### src/rtl/rv32i_pkg.sv
// Shared RV32I encodings: opcodes, funct fields, ALU operations and write-back selects.
package rv32i_pkg;

    localparam logic [6:0] OpcOp     = 7'b0110011;
    localparam logic [6:0] OpcOpImm  = 7'b0010011;
    localparam logic [6:0] OpcLoad   = 7'b0000011;
    localparam logic [6:0] OpcStore  = 7'b0100011;
    localparam logic [6:0] OpcBranch = 7'b1100011;
    localparam logic [6:0] OpcLui    = 7'b0110111;
    localparam logic [6:0] OpcAuipc  = 7'b0010111;
    localparam logic [6:0] OpcJal    = 7'b1101111;
    localparam logic [6:0] OpcJalr   = 7'b1100111;

    localparam logic [2:0] F3AddSub = 3'b000;
    localparam logic [2:0] F3Sll    = 3'b001;
    localparam logic [2:0] F3Slt    = 3'b010;
    localparam logic [2:0] F3Sltu   = 3'b011;
    localparam logic [2:0] F3Xor    = 3'b100;
    localparam logic [2:0] F3Srl    = 3'b101;
    localparam logic [2:0] F3Or     = 3'b110;
    localparam logic [2:0] F3And    = 3'b111;
    localparam logic [2:0] F3Word   = 3'b010;
    localparam logic [2:0] F3Jalr   = 3'b000;

    localparam logic [2:0] F3Beq  = 3'b000;
    localparam logic [2:0] F3Bne  = 3'b001;
    localparam logic [2:0] F3Blt  = 3'b100;
    localparam logic [2:0] F3Bge  = 3'b101;
    localparam logic [2:0] F3Bltu = 3'b110;
    localparam logic [2:0] F3Bgeu = 3'b111;

    localparam logic [6:0] F7Base = 7'b0000000;
    localparam logic [6:0] F7Alt  = 7'b0100000;

    typedef enum logic [3:0] {
        AluAdd, AluSub, AluAnd, AluOr, AluXor, AluSll, AluSrl, AluSra, AluSlt, AluSltu
    } alu_op_e;

    typedef enum logic [2:0] {WbAlu, WbMem, WbLink, WbImmU, WbPcImmU} wb_sel_e;

endpackage

### src/rtl/rv32i_alu.sv
// Combinational RV32I ALU; zero flag drives branch decisions.
module rv32i_alu
    import rv32i_pkg::*;
(
    input  logic [31:0] a,
    input  logic [31:0] b,
    input  alu_op_e     op,
    output logic [31:0] result,
    output logic        zero
);

    always_comb begin
        result = a + b;
        case (op)
            AluAdd:  result = a + b;
            AluSub:  result = a - b;
            AluAnd:  result = a & b;
            AluOr:   result = a | b;
            AluXor:  result = a ^ b;
            AluSll:  result = a << b[4:0];
            AluSrl:  result = a >> b[4:0];
            AluSra:  result = $signed(a) >>> b[4:0];
            AluSlt:  result = {31'b0, $signed(a) < $signed(b)};
            AluSltu: result = {31'b0, a < b};
            default: result = a + b;
        endcase
    end

    assign zero = (result == 32'd0);

endmodule

### src/rtl/rv32i_processor.sv
// Single-cycle RV32I core: register file, immediate generation, decode and next-PC logic.
module rv32i_processor
    import rv32i_pkg::*;
(
    input  logic        clk,
    input  logic        reset,
    output logic [31:0] pc,
    input  logic [31:0] instruction,
    output logic        write_enable,
    output logic [31:0] address_to_mem,
    output logic [31:0] data_to_mem,
    input  logic [31:0] data_from_mem
);

    logic [31:0] pc_q, pc_d;
    logic [31:0] regs_q [32];

    logic [6:0]  opcode, funct7;
    logic [2:0]  funct3;
    logic [4:0]  rd, rs1, rs2;
    logic [31:0] rs1_val, rs2_val;
    logic [31:0] imm_i, imm_s, imm_b, imm_u, imm_j;

    alu_op_e     alu_op;
    logic [31:0] alu_b, alu_result, wb_data;
    logic        alu_zero;
    wb_sel_e     wb_sel;
    logic        reg_write, is_store, is_branch, is_jal, is_jalr, branch_taken;

    assign opcode = instruction[6:0];
    assign rd     = instruction[11:7];
    assign funct3 = instruction[14:12];
    assign rs1    = instruction[19:15];
    assign rs2    = instruction[24:20];
    assign funct7 = instruction[31:25];

    // x0 is cleared on reset and never written, so it always reads zero.
    assign rs1_val = regs_q[rs1];
    assign rs2_val = regs_q[rs2];

    assign imm_i = {{20{instruction[31]}}, instruction[31:20]};
    assign imm_s = {{20{instruction[31]}}, instruction[31:25], instruction[11:7]};
    assign imm_b = {{19{instruction[31]}}, instruction[31], instruction[7],
                    instruction[30:25], instruction[11:8], 1'b0};
    assign imm_u = {instruction[31:12], 12'b0};
    assign imm_j = {{11{instruction[31]}}, instruction[31], instruction[19:12],
                    instruction[20], instruction[30:21], 1'b0};

    always_comb begin
        alu_op    = AluAdd;
        alu_b     = imm_i;
        wb_sel    = WbAlu;
        reg_write = 1'b0;
        is_store  = 1'b0;
        is_branch = 1'b0;
        is_jal    = 1'b0;
        is_jalr   = 1'b0;
        case (opcode)
            OpcOp, OpcOpImm: begin
                reg_write = 1'b1;
                if (opcode == OpcOp) alu_b = rs2_val;
                case (funct3)
                    F3AddSub: alu_op = (opcode == OpcOp && funct7[5]) ? AluSub : AluAdd;
                    F3Sll:    alu_op = AluSll;
                    F3Slt:    alu_op = AluSlt;
                    F3Sltu:   alu_op = AluSltu;
                    F3Xor:    alu_op = AluXor;
                    F3Srl:    alu_op = funct7[5] ? AluSra : AluSrl;
                    F3Or:     alu_op = AluOr;
                    default:  alu_op = AluAnd;
                endcase
                // funct7 is only meaningful for R-type and the immediate shifts.
                if (opcode == OpcOp && funct7 != F7Base &&
                    !(funct7 == F7Alt && (funct3 == F3AddSub || funct3 == F3Srl)))
                    reg_write = 1'b0;
                if (opcode == OpcOpImm &&
                    ((funct3 == F3Sll && funct7 != F7Base) ||
                     (funct3 == F3Srl && funct7 != F7Base && funct7 != F7Alt)))
                    reg_write = 1'b0;
            end
            OpcLoad: begin
                reg_write = (funct3 == F3Word);
                wb_sel    = WbMem;
            end
            OpcStore: begin
                alu_b    = imm_s;
                is_store = (funct3 == F3Word);
            end
            OpcBranch: begin
                alu_b     = rs2_val;
                is_branch = 1'b1;
                case (funct3)
                    F3Beq, F3Bne:   alu_op = AluSub;
                    F3Blt, F3Bge:   alu_op = AluSlt;
                    F3Bltu, F3Bgeu: alu_op = AluSltu;
                    default:        is_branch = 1'b0;
                endcase
            end
            OpcLui: begin
                reg_write = 1'b1;
                wb_sel    = WbImmU;
            end
            OpcAuipc: begin
                reg_write = 1'b1;
                wb_sel    = WbPcImmU;
            end
            OpcJal: begin
                reg_write = 1'b1;
                wb_sel    = WbLink;
                is_jal    = 1'b1;
            end
            OpcJalr: begin
                reg_write = (funct3 == F3Jalr);
                wb_sel    = WbLink;
                is_jalr   = (funct3 == F3Jalr);
            end
            default: ;
        endcase
    end

    rv32i_alu u_alu (
        .a      (rs1_val),
        .b      (alu_b),
        .op     (alu_op),
        .result (alu_result),
        .zero   (alu_zero)
    );

    // BEQ/BGE/BGEU take on a zero result, BNE/BLT/BLTU on non-zero.
    assign branch_taken = is_branch & (alu_zero ^ funct3[2] ^ funct3[0]);

    always_comb begin
        pc_d = pc_q + 32'd4;
        if (branch_taken)  pc_d = pc_q + imm_b;
        else if (is_jal)   pc_d = pc_q + imm_j;
        else if (is_jalr)  pc_d = {alu_result[31:1], 1'b0};
    end

    always_comb begin
        case (wb_sel)
            WbMem:    wb_data = data_from_mem;
            WbLink:   wb_data = pc_q + 32'd4;
            WbImmU:   wb_data = imm_u;
            WbPcImmU: wb_data = pc_q + imm_u;
            default:  wb_data = alu_result;
        endcase
    end

    always_ff @(posedge clk or posedge reset) begin
        if (reset) begin
            pc_q <= 32'd0;
            for (int i = 0; i < 32; i++) regs_q[i] <= 32'd0;
        end else begin
            pc_q <= pc_d;
            if (reg_write && rd != 5'd0) regs_q[rd] <= wb_data;
        end
    end

    assign pc             = pc_q;
    assign write_enable   = is_store & ~reset;
    assign address_to_mem = alu_result;
    assign data_to_mem    = rs2_val;

endmodule

### config.mk
export PLATFORM = sky130hd
export DESIGN_NAME = rv32i_processor
export DESIGN_NICKNAME = d
export VERILOG_FILES = /design/src/rtl/rv32i_pkg.sv /design/src/rtl/rv32i_alu.sv /design/src/rtl/rv32i_processor.sv
export SDC_FILE = /design/constraint.sdc
export NUM_CORES = 2
export LEC_CHECK = 0
export ABC_AREA = 1
export CAP_MARGIN = 40
export CORE_MARGIN = 3
export CORE_UTILIZATION = 30
export DETAILED_ROUTE_END_ITERATION = 12
export SLEW_MARGIN = 20
export SYNTH_ARGS = -nofsm -noshare
export SYNTH_HDL_FRONTEND = slang
export SYNTH_SLANG_ARGS = --single-unit
export TNS_END_PERCENT = 30
### constraint.sdc
create_clock -name clk -period 39.8 [get_ports clk]
set_input_delay 7.96 -clock clk [delete_from_list [all_inputs] [get_ports clk]]
set_output_delay 7.96 -clock clk [all_outputs]
set_load 0.05 [all_outputs]
# --- Yosys cells after proc, flatten, opt, wreduce, memory -nomap -nowiden ---
# Cells that the tools add are included.
word_totals:
  regBits: 1056
  inputBits: 66
op_classes:
  n_addsub: 6
  n_lt_le_gt_ge: 6
  n_eq_ne: 31
  shift: 3
  muxes: 30
  bitwise: 11
  n_reduce_logical: 24
ops:
  columns: ["cell", "n"]
  rows:
  - ["$bwmux 1024", 1]
  - ["$bmux 32 s5", 2]
  - ["$mux 32", 9]
  - ["$pmux 32 s9", 1]
  - ["$demux 32 s5", 1]
  - ["$add 32x32->32", 4]
  - ["$pmux 32 s4", 1]
  - ["$pmux 32 s3", 1]
  - ["$lt 32x32->1", 2]
  - ["$add 32x3->32 const B", 1]
  - ["$and 32x32->32", 1]
  - ["$logic_not 32->1", 1]
  - ["$or 32x32->32", 1]
  - ["$shl 32x5->32", 1]
  - ["$shr 32x5->32", 1]
  - ["$sshr 32x5->32", 1]
  - ["$sub 32x32->32", 1]
  - ["$xor 32x32->32", 1]
  - ["$eq 7x6->1 const B", 4]
  - ["$pmux 4 s7", 1]
  - ["$eq 7x7->1 const B", 3]
  - ["$ge 6x6->1 const B", 3]
  - ["$not 5->6", 3]
  - ["$eq 4x3->1 const B", 4]
  - ["other kinds (27)", 62]

# --- Depth between registers and ports, before layout ---
logic_depth:
  depth_word: 13
  mapped_depth: 44
  mapped_depth_nobuf: 39

# --- Hierarchy ---
# Synthesis repeated with hierarchy kept, for this count alone.
hier_totals:
  cells_unflattened: 11588
  hier_area_um2: 75067.0
by_module_without_submodules:
  columns: ["mod", "n_inst", "cells_each", "area_per_inst_um2"]
  rows:
  - ["rv32i_processor", 1, 9497, 65088.7]
  - ["rv32i_alu", 1, 2091, 9978.3]

# --- Worst setup path before layout ---
# No wires, ideal clock.
synth_path:
  path_type: "in2out"
  startpoint: "input instruction[20]"
  endpoint: "output address_to_mem[28]"
  arrival_time_ns: 13.251
  required_ns: 31.840
  slack_ns: 18.589
  path_stages: 32
  cell_sequence: "buf_6 -> inv_2 -> buf_4 -> buf_6 -> clkbuf_1 -> clkbuf_1 -> clkbuf_1 -> clkbuf_1 -> a21oi_1 -> o21ai_0 -> nand3_1 -> a32oi_1 -> nand2_1 -> a21oi_1 -> ha_1 -> clkbuf_1 -> inv_1 -> nand2_1 -> nor2_1 -> nand3b_1 -> nand2_1 -> a21o_1 -> nand2_1 -> nand2_1 -> nand2_1 -> nand2_1 -> a21oi_1 -> or2_2 -> a21oi_1 -> nand2_1 -> nor2_1 -> inv_1"
synth_via:
  elab_chain_len: 8
  word_cells_on_any_way: 15
  classes_between: "2 x add/sub; 3 x shift; 6 x mux; 4 x bitwise"
synth_rtl:
  columns: ["item", "line_no", "rtl"]
  rows:
  - ["from (decl)", "rv32i_processor.sv:8", "input logic [31:0] instruction,"]
  - ["$not 5->6 (implied by the code) (*)", "rv32i_processor.sv:39", "assign rs2_val = regs_q[rs2];"]
  - ["$bmux 32 s5 (*)", "rv32i_processor.sv:39", null]
  - ["$mux 32 (implied by the code) (*) (2 in a row)", "rv32i_processor.sv:39", null]
  - ["via data_to_mem[11]", "rv32i_processor.sv:11", "output logic [31:0] data_to_mem,"]
  - ["$mux 32", "rv32i_processor.sv:61", "if (opcode == OpcOp) alu_b = rs2_val;"]
  - ["$pmux 32 s3 (*)", "rv32i_processor.sv:58", "case (opcode)"]
  - ["$add 32x32->32 or $sub 32x32->32 (tied branches)", "rv32i_alu.sv:15, rv32i_alu.sv:25, rv32i_alu.sv:16", null]
  - ["$pmux 32 s9 (*)", "rv32i_alu.sv:14", "case (op)"]
  - ["to (decl)", "rv32i_processor.sv:10", "output logic [31:0] address_to_mem,"]
# The timed path passes the listed nets; every way through them passes the cells marked *. The select of a mux whose other input is x is not followed.

# --- Final worst setup path ---
layout_path:
  startpoint: "input instruction[20]"
  endpoint: "output address_to_mem[23]"
layout_via:
  elab_chain_len: 8
  word_cells_on_any_way: 15
  classes_between: "2 x add/sub; 3 x shift; 6 x mux; 4 x bitwise"
layout_rtl:
  columns: ["item", "line_no"]
  rows:
  - ["$not 5->6 (implied by the code)", "rv32i_processor.sv:39"]
  - ["$bmux 32 s5", "rv32i_processor.sv:39"]
  - ["$mux 32 (implied by the code) (2 in a row)", "rv32i_processor.sv:39"]
  - ["$mux 32", "rv32i_processor.sv:61"]
  - ["$pmux 32 s3 (*)", "rv32i_processor.sv:58"]
  - ["$add 32x32->32 (tied with other cells)", "rv32i_alu.sv:15, rv32i_alu.sv:25"]
  - ["$pmux 32 s9 (*)", "rv32i_alu.sv:14"]
# Every way passes the cells marked *; elsewhere a longest branch is shown, timed or not. The select of a mux whose other input is x is not followed.

==> metrics.txt <==
dpl cell area 78680 sq um; outcome completed; top cell type by total area after synthesis dfrtp_1; register area 26400 sq um; Hold-fix buffers, CTS 0; initial antenna violation count 14; share of the synthesized area in the top cell type 35.36%; cell count after placement 14130; max incr delay on CP 0.74 ns; adder-cell share of the synthesized area 2.748%; Req. time, crit path 31.84 ns; clk slew on worst S/H paths 0.06 ns; CTS tree built; top post-synthesis cells by area dfrtp_1 (35%), nand2_1 (17%), o21ai_0 (11%); EDFF count, synth 0; Die X-Extent 504.9 microns; Yosys warnings 0; router iterations before antenna repair 7; Setup Buffers After CTS 0; Clock Path Buffers 3; fraction of registers with async set or reset after synthesis 100.0%; # DRC 0; Die H 504.9 microns; clk sinks 1055; Final Critical Period 24.03 ns; hold path depth 0; Slew HR 16.30%; Starting Density 30.25%; worst hold endpoint regs_q[996]; main flop type after synthesis dfrtp_1; clock tree root driver cell clkbuf_16; CP max stage cell buf_4; min-delay worst type register to register; register area share after synthesis 35.36%; die area 254900 sq um; HPWL after DPL 212600 microns; Synth Net Count 11560; first-pass GRT wire length 492100 microns; Yosys reg bits 1055; WL met3 35100 microns; post-CTS sizing 0; grt total ovfl 0; Slew Limit Fails 0; I/O Pins 163; distinct cell type count after synthesis 61; vias 79050; total CTS buffers 114; Synth Cell Area 74670 sq um; r2r setup slk 32.64 ns; Syn Inst Count 11330; fin nets 11170; Clock Skew 0.03341 ns; Layout area overhead 10.75%; worst-path fanout max 141; post-synthesis mux area share 0%; CP Class input pin to output pin; vias in the first global route 71530; CP startpoint kind input pin; most common cell after layout, fill and taps aside nand2_1; Fmax 0.04161 GHz; Leakage Power 37.93 nW; Final setup viols 0; gr usage total 25.31%; CP arrival 16.07 ns; Site Rows 182; Via density 5.512; core area 246800 sq um; post-route cell area 82700 sq um; Pwr Density 42.18 nW/um^2; largest family of logic cells by synthesized area simple AND/OR/NAND/NOR gates; kind of cell adding the most delay to the critical path buffers and inverters; largest net degree at the start of global routing 198; Detail Route Antenna Nets 0; worst path buffer plus inverter count 10; Compound-Gate Fraction of Synth Area 20.39%; MaxCap Viol Count 0; DR top layer met5; CTS H-tree lvls 3; layout cells sized above 1 6.421%; RSZ-0062 raised after global routing false; Clock Latency Late Sink 0.78 ns; Placer Congestion 1.050; per-cell routed wire length 23.46 microns; area of the multi-input gates 40440 sq um; Tot Pwr 3.488 mW; number of port buffers 161; Crit Reg-Reg Endpoint pc[22]; Setup crit end kind output pin; setup_tns 0 ns; reg2reg path depth 37; most numerous cell on the critical path nand2_1; Synth Area in XOR/XNOR 0.9149%; Met1 Routed Length 141100 microns; fin cells 14340; drt total wl 336400 microns; filler instances 26900; final hold vios 0; WL met2 141200 microns; Synth Area in Simple Gates 29.52%; most frequent cells in the layout nand2_1 (3279), o21ai_0 (1657), nand3_1 (1292); hold slack 0.3762 ns; fraction of the cycle the final worst path needs 60.38%; Syn Area/Cell 6.589 sq um; Worst VDD drop 38.53 uV; Hold Crit Start regs_q[996]; worst-margin pin slew 1.255 ns; RR Startpoint regs_q[546]; DRT iter0 DRCs 11420
[worst reg2reg max path, delay by kind of cell (launching register included)]
kind	cells	cell delay [ns]
simple gates	30	4.72
buf+inv	3	1.15
compound gates	3	0.43
flops	1	0.38
fa+ha+maj	1	0.35
[power by group]
part           leakage [nW]  switching [mW]  internal, mW  total, mW
sequential             12.8          0.0678          1.13       1.20
combinational          23.3           0.852         0.322       1.17
clock                  1.85           0.484         0.627       1.11
total                  37.9            1.40          2.08       3.49
[synth_stat cells (all sizes together), types with 3 or more instances]
cell type	n
xnor2	15
o21a	10
a211oi	10
a221oi	29
or2	80
clkbuf	612
a32oi	26
fa	5
nand3	1319
a31oi	35
o2111ai	6
xor2	63
buf	285
nand4	36
nor2	368
ha	156
a21o	3
dfrtp	1055
nand3b	4
nor3	61
a2111oi	8
o21bai	8
and2	7
nand2	3330
a21boi	8
o221ai	60
o31ai	3
o211ai	72
inv	1061
a21oi	684
o21ai	1858
o22ai	22
clkinv	14
nor4	11
[cell type report]
cell class / count / share of cell area, %
clock inverters: 44 / 0.6082
diodes: 2 / 0.006052
inverters: 1075 / 4.943
flip-flops and latches: 1055 / 31.92
clock buffers: 158 / 3.943
repair buffers: 390 / 4.663
multi-input cells: 8305 / 48.90
well taps: 3312 / 5.011
[metal layers]
layer	up-vias	GRT usage, %
li1	36400	-
met2	4412	37.11
met5	-	0
met1	37450	35.37
met4	8	12.43
met3	788	4.961
[state kept, by name, indices dropped and copies added, names as in the netlist]
| signal | flops |
|---|---|
| regs_q | 1024 |
| pc | 31 |
[worst max path at each step]
stage                          from                 end  slack [ns]  depth (start not counted)
global route        instruction[20]  address_to_mem[23]       15.42                         30
CTS                 instruction[20]  address_to_mem[30]       15.85                         31
detailed placement  instruction[20]  address_to_mem[30]       15.86                         31
global placement    instruction[20]  address_to_mem[30]       15.82                         31
floorplan                     reset              pc[10]        2.14                          1
finish              instruction[20]  address_to_mem[23]       15.77                         30
[cell families after synthesis]
kind of cell,count (synthesis)
AO/OA/AOI/OAI,2847
XOR/XNOR,78
adder cells (fa/ha/maj),161
buffers and inverters,1972
flip-flops,1055
other,1
AND/OR/NAND/NOR,5218
[through the flow]
stage | worst slack (ns) | utilization (%)
floorplan | 2.145 | -
global placement | 15.82 | 31.70
detailed placement | 15.86 | 31.87
CTS | 15.85 | 33.40
global route | 15.42 | 33.50
finish | 15.77 | 33.50
No activity file was read; power rests on OpenSTA's default activity.
